==> src/rtl/button_debounce_pulse_if.sv <==
// Button conditioner bus: raw button level in, clean press pulse and debounced level out.
interface button_debounce_pulse_if;
   logic BTN;
   logic E;
   logic LEVEL;

   modport master (output BTN, input E, input LEVEL);
   modport slave  (input BTN, output E, output LEVEL);
endinterface

==> src/rtl/button_debounce_pulse.sv <==
// Synchronizes and debounces a raw button, emitting one E pulse per accepted press plus the level.
// Optional auto-repeat while held: define DEBOUNCE_AUTOREPEAT_EN.
module button_debounce_pulse #(
   parameter int DEBOUNCE_CYCLES = 4,
   parameter int CNT_W           = 16
`ifdef DEBOUNCE_AUTOREPEAT_EN
   ,
   parameter int REPEAT_CYCLES   = 8
`endif
) (
   input  logic                     CLK,
   input  logic                     RST,
   button_debounce_pulse_if.slave   bus
);

   typedef enum logic [1:0] {
      IDLE         = 2'd0,
      PRESS_WAIT   = 2'd1,
      PRESSED      = 2'd2,
      RELEASE_WAIT = 2'd3
   } state_t;

   localparam logic [CNT_W-1:0] DB_LAST = CNT_W'(DEBOUNCE_CYCLES - 1);

   state_t           state;
   logic             sync1, sync2;
   logic [CNT_W-1:0] cnt;
   logic             e_q, level_q;
`ifdef DEBOUNCE_AUTOREPEAT_EN
   localparam logic [CNT_W-1:0] RPT_LAST = CNT_W'(REPEAT_CYCLES - 1);
   logic [CNT_W-1:0] rpt;
`endif

   assign bus.E     = e_q;
   assign bus.LEVEL = level_q;

   always_ff @(posedge CLK or negedge RST) begin
      if (!RST) begin
         sync1   <= 1'b0;
         sync2   <= 1'b0;
         state   <= IDLE;
         cnt     <= '0;
         e_q     <= 1'b0;
         level_q <= 1'b0;
`ifdef DEBOUNCE_AUTOREPEAT_EN
         rpt     <= '0;
`endif
      end else begin
         sync1 <= bus.BTN;
         sync2 <= sync1;
         e_q   <= 1'b0;
         case (state)
            IDLE: begin
               if (sync2) begin
                  state <= PRESS_WAIT;
                  cnt   <= '0;
               end
            end
            PRESS_WAIT: begin
               if (!sync2) begin
                  state <= IDLE;
                  cnt   <= '0;
               end else if (cnt == DB_LAST) begin
                  state   <= PRESSED;
                  e_q     <= 1'b1;
                  level_q <= 1'b1;
`ifdef DEBOUNCE_AUTOREPEAT_EN
                  rpt     <= '0;
`endif
               end else begin
                  cnt <= cnt + 1'b1;
               end
            end
            PRESSED: begin
               if (!sync2) begin
                  state <= RELEASE_WAIT;
                  cnt   <= '0;
               end
`ifdef DEBOUNCE_AUTOREPEAT_EN
               // Repeat pulses only while held; rpt freezes once release starts.
               else if (rpt == RPT_LAST) begin
                  e_q <= 1'b1;
                  rpt <= '0;
               end else begin
                  rpt <= rpt + 1'b1;
               end
`endif
            end
            RELEASE_WAIT: begin
               if (sync2) begin
                  // Release bounce: back to PRESSED without a new pulse.
                  state <= PRESSED;
`ifdef DEBOUNCE_AUTOREPEAT_EN
                  rpt   <= '0;
`endif
               end else if (cnt == DB_LAST) begin
                  state   <= IDLE;
                  level_q <= 1'b0;
                  cnt     <= '0;
               end else begin
                  cnt <= cnt + 1'b1;
               end
            end
            default: begin
               state   <= IDLE;
               cnt     <= '0;
               level_q <= 1'b0;
            end
         endcase
      end
   end

endmodule

==> src/flat_wrapper.sv <==
// flat-port wrapper written by rule: the top's interface ports become plain ports
module button_debounce_pulse_flat 
#(
   parameter int DEBOUNCE_CYCLES = 4,
   parameter int CNT_W           = 16

)
  (CLK, RST, bus_BTN, bus_E, bus_LEVEL);
  button_debounce_pulse_if bus_i ();
  input  logic CLK;
  input  logic RST;
  input wire logic [$bits(bus_i.BTN)-1:0] bus_BTN;
  output wire logic [$bits(bus_i.E)-1:0] bus_E;
  output wire logic [$bits(bus_i.LEVEL)-1:0] bus_LEVEL;
  assign bus_i.BTN = bus_BTN;
  assign bus_E = bus_i.E;
  assign bus_LEVEL = bus_i.LEVEL;
  button_debounce_pulse #(.DEBOUNCE_CYCLES(DEBOUNCE_CYCLES), .CNT_W(CNT_W)) u_core (.CLK(CLK), .RST(RST), .bus(bus_i));
endmodule
==> config.mk <==
export PLATFORM = sky130hd
export DESIGN_NAME = button_debounce_pulse_flat
export DESIGN_NICKNAME = d
export VERILOG_FILES = /design/src/rtl/button_debounce_pulse_if.sv /design/src/rtl/button_debounce_pulse.sv /design/src/flat_wrapper.sv
export SDC_FILE = /design/constraint.sdc
export NUM_CORES = 1
export LEC_CHECK = 0
export ABC_AREA = 1
export BUFFER_PORTS_ARGS = -buffer_cell sky130_fd_sc_hd__buf_4
export CORE_MARGIN = 5
export CORE_UTILIZATION = 65
export DETAILED_ROUTE_END_ITERATION = 8
export PLACE_DENSITY_LB_ADDON = 0.05
export SYNTH_ARGS = -nofsm -noshare
export SYNTH_HDL_FRONTEND = slang
export SYNTH_SLANG_ARGS = --single-unit
==> constraint.sdc <==
create_clock -name CLK -period 4.1 [get_ports CLK]
set_clock_uncertainty 0.2 [all_clocks]
set_input_delay 1.025 -clock CLK [delete_from_list [all_inputs] [get_ports CLK]]
set_output_delay 1.025 -clock CLK [all_outputs]
set_load 0.01 [all_outputs]
==> results.toml, run 1 <==
[outcome]
run_status = "complete, no violations"

[setup_path]
critPathBufInv = 1
end_kind = "output pin"
slowest_stage = "dfrtp_1"
critPathKind = "reg -> out"
arrival_ps = 840
slowest_delay_ps = 400
path_cells = "buf_4"
crit_family = "flip-flops"
cp_max_fo = 2
cp-start-kind = "register"
cp.required_ps = 2870

[min_path]
hold_path_class = "reg -> reg"

[synthesis]
post-synth-top-count-cell = "nand2_1"
synth_seq_area_share_pct = 37.67
synth_area_leader_cell = "dfrtp_1"
synthArstFlopShare_pct = 100.0
ys_types = 27
yosys-top-cells-count = "nand2_1, inv_1, nor2_1"
syn_nets = 205
syn_area_um2 = 1461
netlist_instances = 201
ys_ff_latch = 22
synth_edf_count = 0
synthFlopType = "dfrtp_1"
avgSynthCellArea_um2 = 7.271
synth.area.top_cells = "dfrtp_1, nand2_1, inv_1"
ys_warn_count = 0
synth_top_cell_area_share_pct = 37.67

[finish]
drive_gt1_share_pct = 14.49
diodes = 0
regArea_um2 = 550.5
utilization_pct = 70.70
area_delta_synth_final_pct = 4.966
n_fill_cell = 199
multi_input_area_um2 = 774.5
fin_nets = 213

[global_route]
antenna_found_initial = 0
overflow = 0
grt_pass1_vias = 1281
track_usage_pct = 20.47
grt_max_degree = 23
grt_first_pass_wirelength_um = 5430

[power]
ir_worst_vdd_mv = 0.2785
power.leakage_nw = 0.7470
power_density_nw_per_um2 = 324.2
total_power_mw = 0.4974

[cts]
cts_buffers = 3
ctsResizeCount = 0
clockRootBuffer = "clkbuf_4"
clk_pin_slew_worst_paths_ps = 110
post_cts_buffers = 0
cts_tree = "done"
clock-sinks = 22
clk_path_buf_depth = 2
htree_num_levels = 1
clock_latency_ps = 300
cts_hold_buf = 0

[routing]
vias = 1315
wl_um = 2939
viasPerCell = 5.596
wl_per_cell_um = 12.51
drtIter0Drc = 36
route.detailed.drc = 0
postRouteAntennaNets = 0
firstDrtPassIters = 4

[sta]
holdWs_ps = 175.0
hold_violations = 0
tightest_slew_ps = 301.4
tns_ps = 0
fin_crit_sh_pct = 50.41
rsz0062_at_grt = "false"
fmax_ghz = 0.4839
drv_slew = 0
worst_slack_ps = 2033
slew-limit-headroom_pct = 79.83
period_needed_ps = 2067
setup_viol = 0

[die]
start_util_pct = 67.36
row_count = 17
fp.dieW_um = 57.42
fp.dieH_um = 57.42
core-area_um2 = 2170
die-area_um2 = 3296
io_pins = 5

[place]
dp_hpwl_um = 2226
gp_congestion = 0.8877
port_buffers = 4
pre_cts_ws_ps = 2093

[job]
drv_cap = 0
==> power breakdown <==
part	internal (mW)	leakage (nW)	switching [mW]
Sequential	0.232	0.299	0.0220
Clock	0.0343	0.0138	0.0610
Combinational	0.0464	0.434	0.102
==> stage by stage <==
stage / instance area [um2] / std cells
2_1_floorplan: 1461 / 201
3_5_place_dp: 1511 / 232
6_report: 1534 / 235
4_1_cts: 1534 / 235
3_3_place_gp: 1511 / 232
5_1_grt: 1534 / 235
==> cells in the final DEF, fill, tap and decap left out, drive strengths merged <==
| cell type | count |
|---|---|
| ha | 1 |
| xor2 | 1 |
| nand3 | 19 |
| nand4 | 9 |
| nor2 | 30 |
| inv | 31 |
| a21o | 1 |
| a21oi | 4 |
| nand3b | 1 |
| buf | 4 |
| nand2 | 65 |
| dfrtp | 22 |
| o21ai | 12 |
| clkbuf | 3 |
| o21bai | 4 |
==> per-layer routing <==
layer  up-vias  GRT usage, %  share of wire [%]
met1       624         25.71                 46
met4         0         10.93                1.8
met5         -             0                  0
met2        33         33.87                 49
met3         7         2.715                3.6
li1        651             -                  -
==> path summary, 6_finish.rpt <==
check / from / endpoint / slack [ps] / cells past startpoint
max reg2reg: u_core.cnt[0] / u_core.cnt[14] / 2060 / 9
min reg2reg: u_core.sync1 / u_core.sync2 / 180 / 0
min in group asynchronous: RST / u_core.cnt[6] / 390 / 1
max in group asynchronous: RST / u_core.cnt[14] / 3100 / 1
min: u_core.sync1 / u_core.sync2 / 180 / 0
max: u_core.bus.LEVEL / bus_LEVEL / 2030 / 1
==> area by class of cell <==
cell class                 count  area share, %
tap                           28          2.284
clock buffer                   3          1.468
timing repair buffer           4          1.958
inverter                      31          7.912
sequential                    22          35.89
multi-input combinational    147          50.49
==> state kept, by name, indices dropped and copies added (netlist names), named ones only <==
register / cells
u_core.bus.E: 1
u_core.bus.LEVEL: 1
u_core.cnt: 16
u_core.state: 1
u_core.sync1: 1
u_core.sync2: 1
==> cell families (layout without fill, tap and decap cells) <==
kind of cell	count (synthesis)	after routing	synth area share, %
simple gates	124	124	41.44
buf+inv	32	38	9.332
flops	22	22	37.67
compound gates	21	21	10.10
fa+ha+maj	1	1	0.8560
xor+xnor	1	1	0.5994
Power figures use the tool's default switching activity.
==> run 2: changes to the inputs <==
--- a/config.mk
+++ b/config.mk
@@ -5,10 +5,10 @@
 export SDC_FILE = /design/constraint.sdc
 export NUM_CORES = 1
 export LEC_CHECK = 0
-export ABC_AREA = 1
+export ABC_AREA = 0
 export BUFFER_PORTS_ARGS = -buffer_cell sky130_fd_sc_hd__buf_4
 export CORE_MARGIN = 5
-export CORE_UTILIZATION = 65
+export CORE_UTILIZATION = 55
 export DETAILED_ROUTE_END_ITERATION = 8
 export PLACE_DENSITY_LB_ADDON = 0.05
 export SYNTH_ARGS = -nofsm -noshare
==> constraint.sdc (replaced) <==
create_clock -name CLK -period 1.7 [get_ports CLK]
set_clock_uncertainty 0.2 [all_clocks]
set_input_delay 0.425 -clock CLK [delete_from_list [all_inputs] [get_ports CLK]]
set_output_delay 0.425 -clock CLK [all_outputs]
set_load 0.01 [all_outputs]
==> results.toml, run 2 <==
[outcome]
run_status = "complete, but fails checks"
violations = "setup timing"

[routing]
viasPerCell = 6.919
postRouteAntennaNets = 0
vias = 1716
route.detailed.drc = 0
wl_um = 4921
drtIter0Drc = 185
wl_per_cell_um = 19.84
firstDrtPassIters = 5

[synthesis]
synthFlopType = "dfrtp_1"
synth.area.top_cells = "dfrtp_1, nand3_1, nor3_1"
synth_edf_count = 0
post-synth-top-count-cell = "dfrtp_1"
syn_area_um2 = 1458
synth_top_cell_area_share_pct = 37.77
synth_seq_area_share_pct = 37.77
syn_nets = 167
avgSynthCellArea_um2 = 8.943
ys_types = 46
ys_warn_count = 0
netlist_instances = 163
ys_ff_latch = 22
yosys-top-cells-count = "dfrtp_1, nand3_1, nand2_1"
synthArstFlopShare_pct = 100.0
synth_area_leader_cell = "dfrtp_1"

[min_path]
hold_path_class = "reg -> reg"

[finish]
largest_reg_flops = 16
final_cell_mix = "buf_4, nand3_1, nand2_1, dfrtp_1"
final_common_cell = "buf_4"
n_fill_cell = 153
diodes = 0
top_register = "u_core.cnt"
area_delta_synth_final_pct = 44.55
final_cells = 248
fin_nets = 223
final_area_um2 = 2107
drive_gt1_share_pct = 47.25

[setup_path]
r2r_end = "u_core.bus.LEVEL"
cp_max_fo = 6
r2r_cells = 4
slowest_stage = "dfrtp_1"
cp.required_ps = 1700
arrival_ps = 1900
crit_family = "simple AND/OR/NAND/NOR gates"
critPathBufInv = 0
ff2ff_setup_slack_ps = -200
critPathKind = "reg -> reg"
slowest_delay_ps = 500
cp-start-kind = "register"
reg2reg_from = "u_core.cnt[3]"
path_cells = "nor4b_4 -> nand4_2 -> o31ai_1 -> a21oi_1"
critPathLaunch = "u_core.cnt[3]"
critPathCapture = "u_core.bus.LEVEL"
crit_cells = 4
end_kind = "register"

[sta]
tightest_slew_ps = 399.8
fmax_ghz = 0.5276
rsz0062_at_grt = "true"
fin_crit_sh_pct = 111.5
slew-limit-headroom_pct = 73.15
drv_slew = 0
tns_ps = -1496
setup_viol = 16
worst_slack_ps = -195.5
hold_violations = 0
holdWs_ps = 192.0
period_needed_ps = 1895

[cts]
clk_pin_slew_worst_paths_ps = 130
cts_tree = "done"
clock-sinks = 22
cts_buffers = 3
clockRootBuffer = "clkbuf_4"
clock_latency_ps = 310
clk_path_buf_depth = 2
htree_num_levels = 1

[global_route]
grt_first_pass_wirelength_um = 6665
overflow = 0
grt_max_degree = 23
track_usage_pct = 23.97
grt_pass1_vias = 1448
antenna_found_initial = 0

[place]
pre_cts_ws_ps = -121.5
port_buffers = 4
gp_congestion = 0.8638
place_area_um2 = 1822
dp_hpwl_um = 2825
post-place-cells = 231

[power]
swShare_pct = 41.09
power.leakage_nw = 0.9364
ir_worst_vdd_mv = 1.042
netSwitchingPower_mw = 0.8023
pwr-share-comb_pct = 51.4
power_density_nw_per_um2 = 926.8
power_frac_clock_pct = 15.2
p_int_mw = 1.150
p_seq_share_pct = 33.4

[job]
drv_cap = 0

[die]
core-area_um2 = 2500
die-area_um2 = 3780
row_count = 18
io_pins = 5
fp.dieW_um = 61.48
fp.dieH_um = 61.48
start_util_pct = 58.31
==> run 2: layer usage <==
| metal | routed length (um) | vias up | track usage [%] |
|---|---|---|---|
| met2 | 2396 | 122 | 41.70 |
| li1 | - | 740 | - |
| met3 | 400 | 34 | 3.564 |
| met4 | 229 | 0 | 7.879 |
| met5 | 0 | - | 0 |
| met1 | 1894 | 820 | 30.30 |
==> run 2: final cells by class <==
| cell class | instances | area (um2) | share of cell area, % |
|---|---|---|---|
| inverters | 5 | 22.52 | 1.069 |
| well taps | 30 | 37.54 | 1.781 |
| flip-flops and latches | 22 | 560.5 | 26.60 |
| multi-input cells | 123 | 945.9 | 44.89 |
| clock buffers | 4 | 36.28 | 1.722 |
| repair buffers | 64 | 504.2 | 23.93 |
==> run 2: cell families (layout without fill, tap and decap cells) <==
logic type	count (synthesis)	in the layout	share of synthesized area, %
DFF	22	22	37.77
buffers and inverters	19	73	7.124
muxes	2	2	1.459
adders and majority gates	1	1	0.8582
and+or+nand+nor	84	85	35.37
AOI/OAI and AO/OA	34	34	16.83
xor gates and xnor gates	1	1	0.6010
==> run 2: worst min path at each step <==
stage	cells after the start	to	from	slack (ps)
6_report	0	u_core.sync2	u_core.sync1	190
5_1_grt	0	u_core.sync2	u_core.sync1	200
4_1_cts	1	u_core.sync1	bus_BTN	7
3_5_place_dp	1	u_core.cnt[10]	RST	130
3_3_place_gp	1	u_core.cnt[10]	RST	130
2_1_floorplan	0	asynchronous set/reset pin	RST	-70
==> run 2: worst register-to-register path, cell delays in order, from the launching register on <==
cell and delay [ps]:
dfrtp_1 500, nor4b_4 410, nand4_2 240, o31ai_1 320, a21oi_1 120
==> run 2: what timing repair did <==
action,in CTS,in global routing
hold buffers,1,1
hold endpoints to repair,22,1
setup endpoints to repair,17,19
resized for setup,8,27
pin swaps,6,10
buffers inserted,4,6
gates cloned,0,1
==> run 2: power by group through the flow <==
stage	sequential [mW]	combinational (mW)	clock (mW)
after floorplan	0.652	0.437	0
after global placement	0.655	0.726	0
after detailed placement	0.662	0.754	0
after CTS	0.642	0.842	0.310
after global routing	0.660	1.06	0.342
final	0.652	1.00	0.297
==> run 2: stage by stage <==
step | utilization (%) | total power, mW
finish | 84.28 | 1.953
global route | 84.28 | 2.063
CTS | 77.18 | 1.794
detailed placement | 72.87 | 1.415
global placement | 72.87 | 1.381
floorplan | - | 1.089
==> run 3: changes to the inputs <==
--- a/config.mk
+++ b/config.mk
@@ -10,7 +10,7 @@
 export CORE_MARGIN = 5
 export CORE_UTILIZATION = 55
 export DETAILED_ROUTE_END_ITERATION = 8
-export PLACE_DENSITY_LB_ADDON = 0.05
+export PLACE_DENSITY = 0.75
 export SYNTH_ARGS = -nofsm -noshare
 export SYNTH_HDL_FRONTEND = slang
 export SYNTH_SLANG_ARGS = --single-unit
==> results.toml, run 3 (synthesized netlist as in run 2, its figures left out) <==
[outcome]
run_status = "complete, but fails checks"
violations = "setup timing"

[routing]
firstDrtPassIters = 5
vias = 1707
wl_per_cell_um = 19.85
drtIter0Drc = 190
wl_um = 4943
postRouteAntennaNets = 0
route.detailed.drc = 0
viasPerCell = 6.855

[die]
core-area_um2 = 2500
row_count = 18
fp.dieH_um = 61.48
die-area_um2 = 3780
start_util_pct = 58.31
io_pins = 5
fp.dieW_um = 61.48

[sta]
setup_viol = 11
fmax_ghz = 0.5340
drv_slew = 0
slew-limit-headroom_pct = 77.53
rsz0062_at_grt = "true"
period_needed_ps = 1873
tightest_slew_ps = 337.1
worst_slack_ps = -172.5
fin_crit_sh_pct = 110.1
hold_violations = 0

[place]
gp_congestion = 0.9149
dp_hpwl_um = 2962
post-place-cells = 227
place_area_um2 = 1792
port_buffers = 4

[finish]
fin_nets = 224
area_delta_synth_final_pct = 47.04
top_register = "u_core.cnt"
diodes = 0
largest_reg_flops = 16
drive_gt1_share_pct = 48.40
final_cells = 249
final_cell_mix = "buf_4, nand3_1, dfrtp_1"
final_common_cell = "buf_4"
final_area_um2 = 2143

[setup_path]
arrival_ps = 1880
cp_max_fo = 5
cp.required_ps = 1710
critPathLaunch = "u_core.cnt[8]"
slowest_delay_ps = 460
cp-start-kind = "register"
slowest_stage = "dfrtp_2"
crit_family = "simple AND/OR/NAND/NOR gates"
critPathBufInv = 1
end_kind = "register"
path_cells = "nor4_4 -> buf_4 -> nand4_4 -> a32o_1 -> a41o_1"
critPathKind = "reg -> reg"
reg2reg_from = "u_core.cnt[8]"

[job]
drv_cap = 0

[power]
power.leakage_nw = 0.9337
ir_worst_vdd_mv = 0.9954
power_density_nw_per_um2 = 987.1

[global_route]
track_usage_pct = 26.66
grt_max_degree = 23
grt_pass1_vias = 1594
antenna_found_initial = 0
grt_first_pass_wirelength_um = 7396
overflow = 0

[cts]
clk_pin_slew_worst_paths_ps = 130
clockRootBuffer = "clkbuf_4"
htree_num_levels = 1
clock-sinks = 22
cts_buffers = 3
clk_path_buf_depth = 2
clock_latency_ps = 310
cts_tree = "done"

[min_path]
hold_path_class = "reg -> reg"
hold_start = "u_core.sync1"
[run 3: changes by cell type in the layout (fill, tap and decap cells not counted), sizes merged]
cell	previous run	this run
buf	62	63
bufinv	0	1
clkbuf	4	3
[run 3: routing by layer]
layer | GRT usage (%) | vias up | wire, um
met4 | 13.64 | 0 | 188
met1 | 34.51 | 814 | 1882
met2 | 43.20 | 128 | 2447
li1 | - | 740 | -
met3 | 3.774 | 25 | 425
met5 | 0 | - | 0
[run 3: what timing repair did]
item / CTS / global route
pin swaps: 13 / 13
endpoints found under the setup margin: 14 / 19
buffers inserted: 9 / 6
hold buffers: 1 / 1
resized for setup: 10 / 27
hold endpoints to repair: 22 / 1
gates cloned: 1 / 0
[run 3: stage by stage]
| stage | util, % | setup slack [ps] | hold slack (ps) | setup TNS (ps) | total power [mW] |
|---|---|---|---|---|---|
| 3_3_place_gp | 71.67 | -57.13 | 128.3 | -199.2 | 1.406 |
| 4_1_cts | 79.28 | -92.37 | 1.485 | -415.3 | 1.934 |
| 6_report | 85.74 | -172.5 | 175.2 | -889.9 | 2.116 |
| 3_5_place_dp | 71.67 | -126.8 | 129.5 | -766.7 | 1.448 |
| 5_1_grt | 85.74 | -201.3 | 207.7 | -1643 | 2.216 |
| 2_1_floorplan | - | -53.07 | -70.59 | -54.18 | 1.089 |
[run 3: power breakdown]
| group | internal (mW) | switching [mW] | total (mW) |
|---|---|---|---|
| registers | 0.583 | 0.0699 | 0.653 |
| clock network | 0.238 | 0.167 | 0.405 |
| logic | 0.467 | 0.591 | 1.06 |
[run 3: path summary, 6_finish.rpt]
check	endpoint	slack (ps)	cells after the start
setup reg to reg	u_core.cnt[2]	-170	5
hold reg to reg	u_core.sync2	180	0
min in group asynchronous	u_core.cnt[5]	340	2
setup / recovery	u_core.cnt[2]	-170	5
hold / removal	u_core.sync2	180	0
max in group asynchronous	u_core.cnt[2]	720	2
[run 3: cell type report]
type / count / area [um2]
Inverter: 5 / 22.52
Clock buffer: 3 / 22.52
Multi-Input combinational cell: 123 / 960.9
Sequential cell: 22 / 558.0
Timing Repair Buffer: 65 / 511.7
Fill cell: 115 / 356.6
Clock inverter: 1 / 30.03
Tap cell: 30 / 37.54
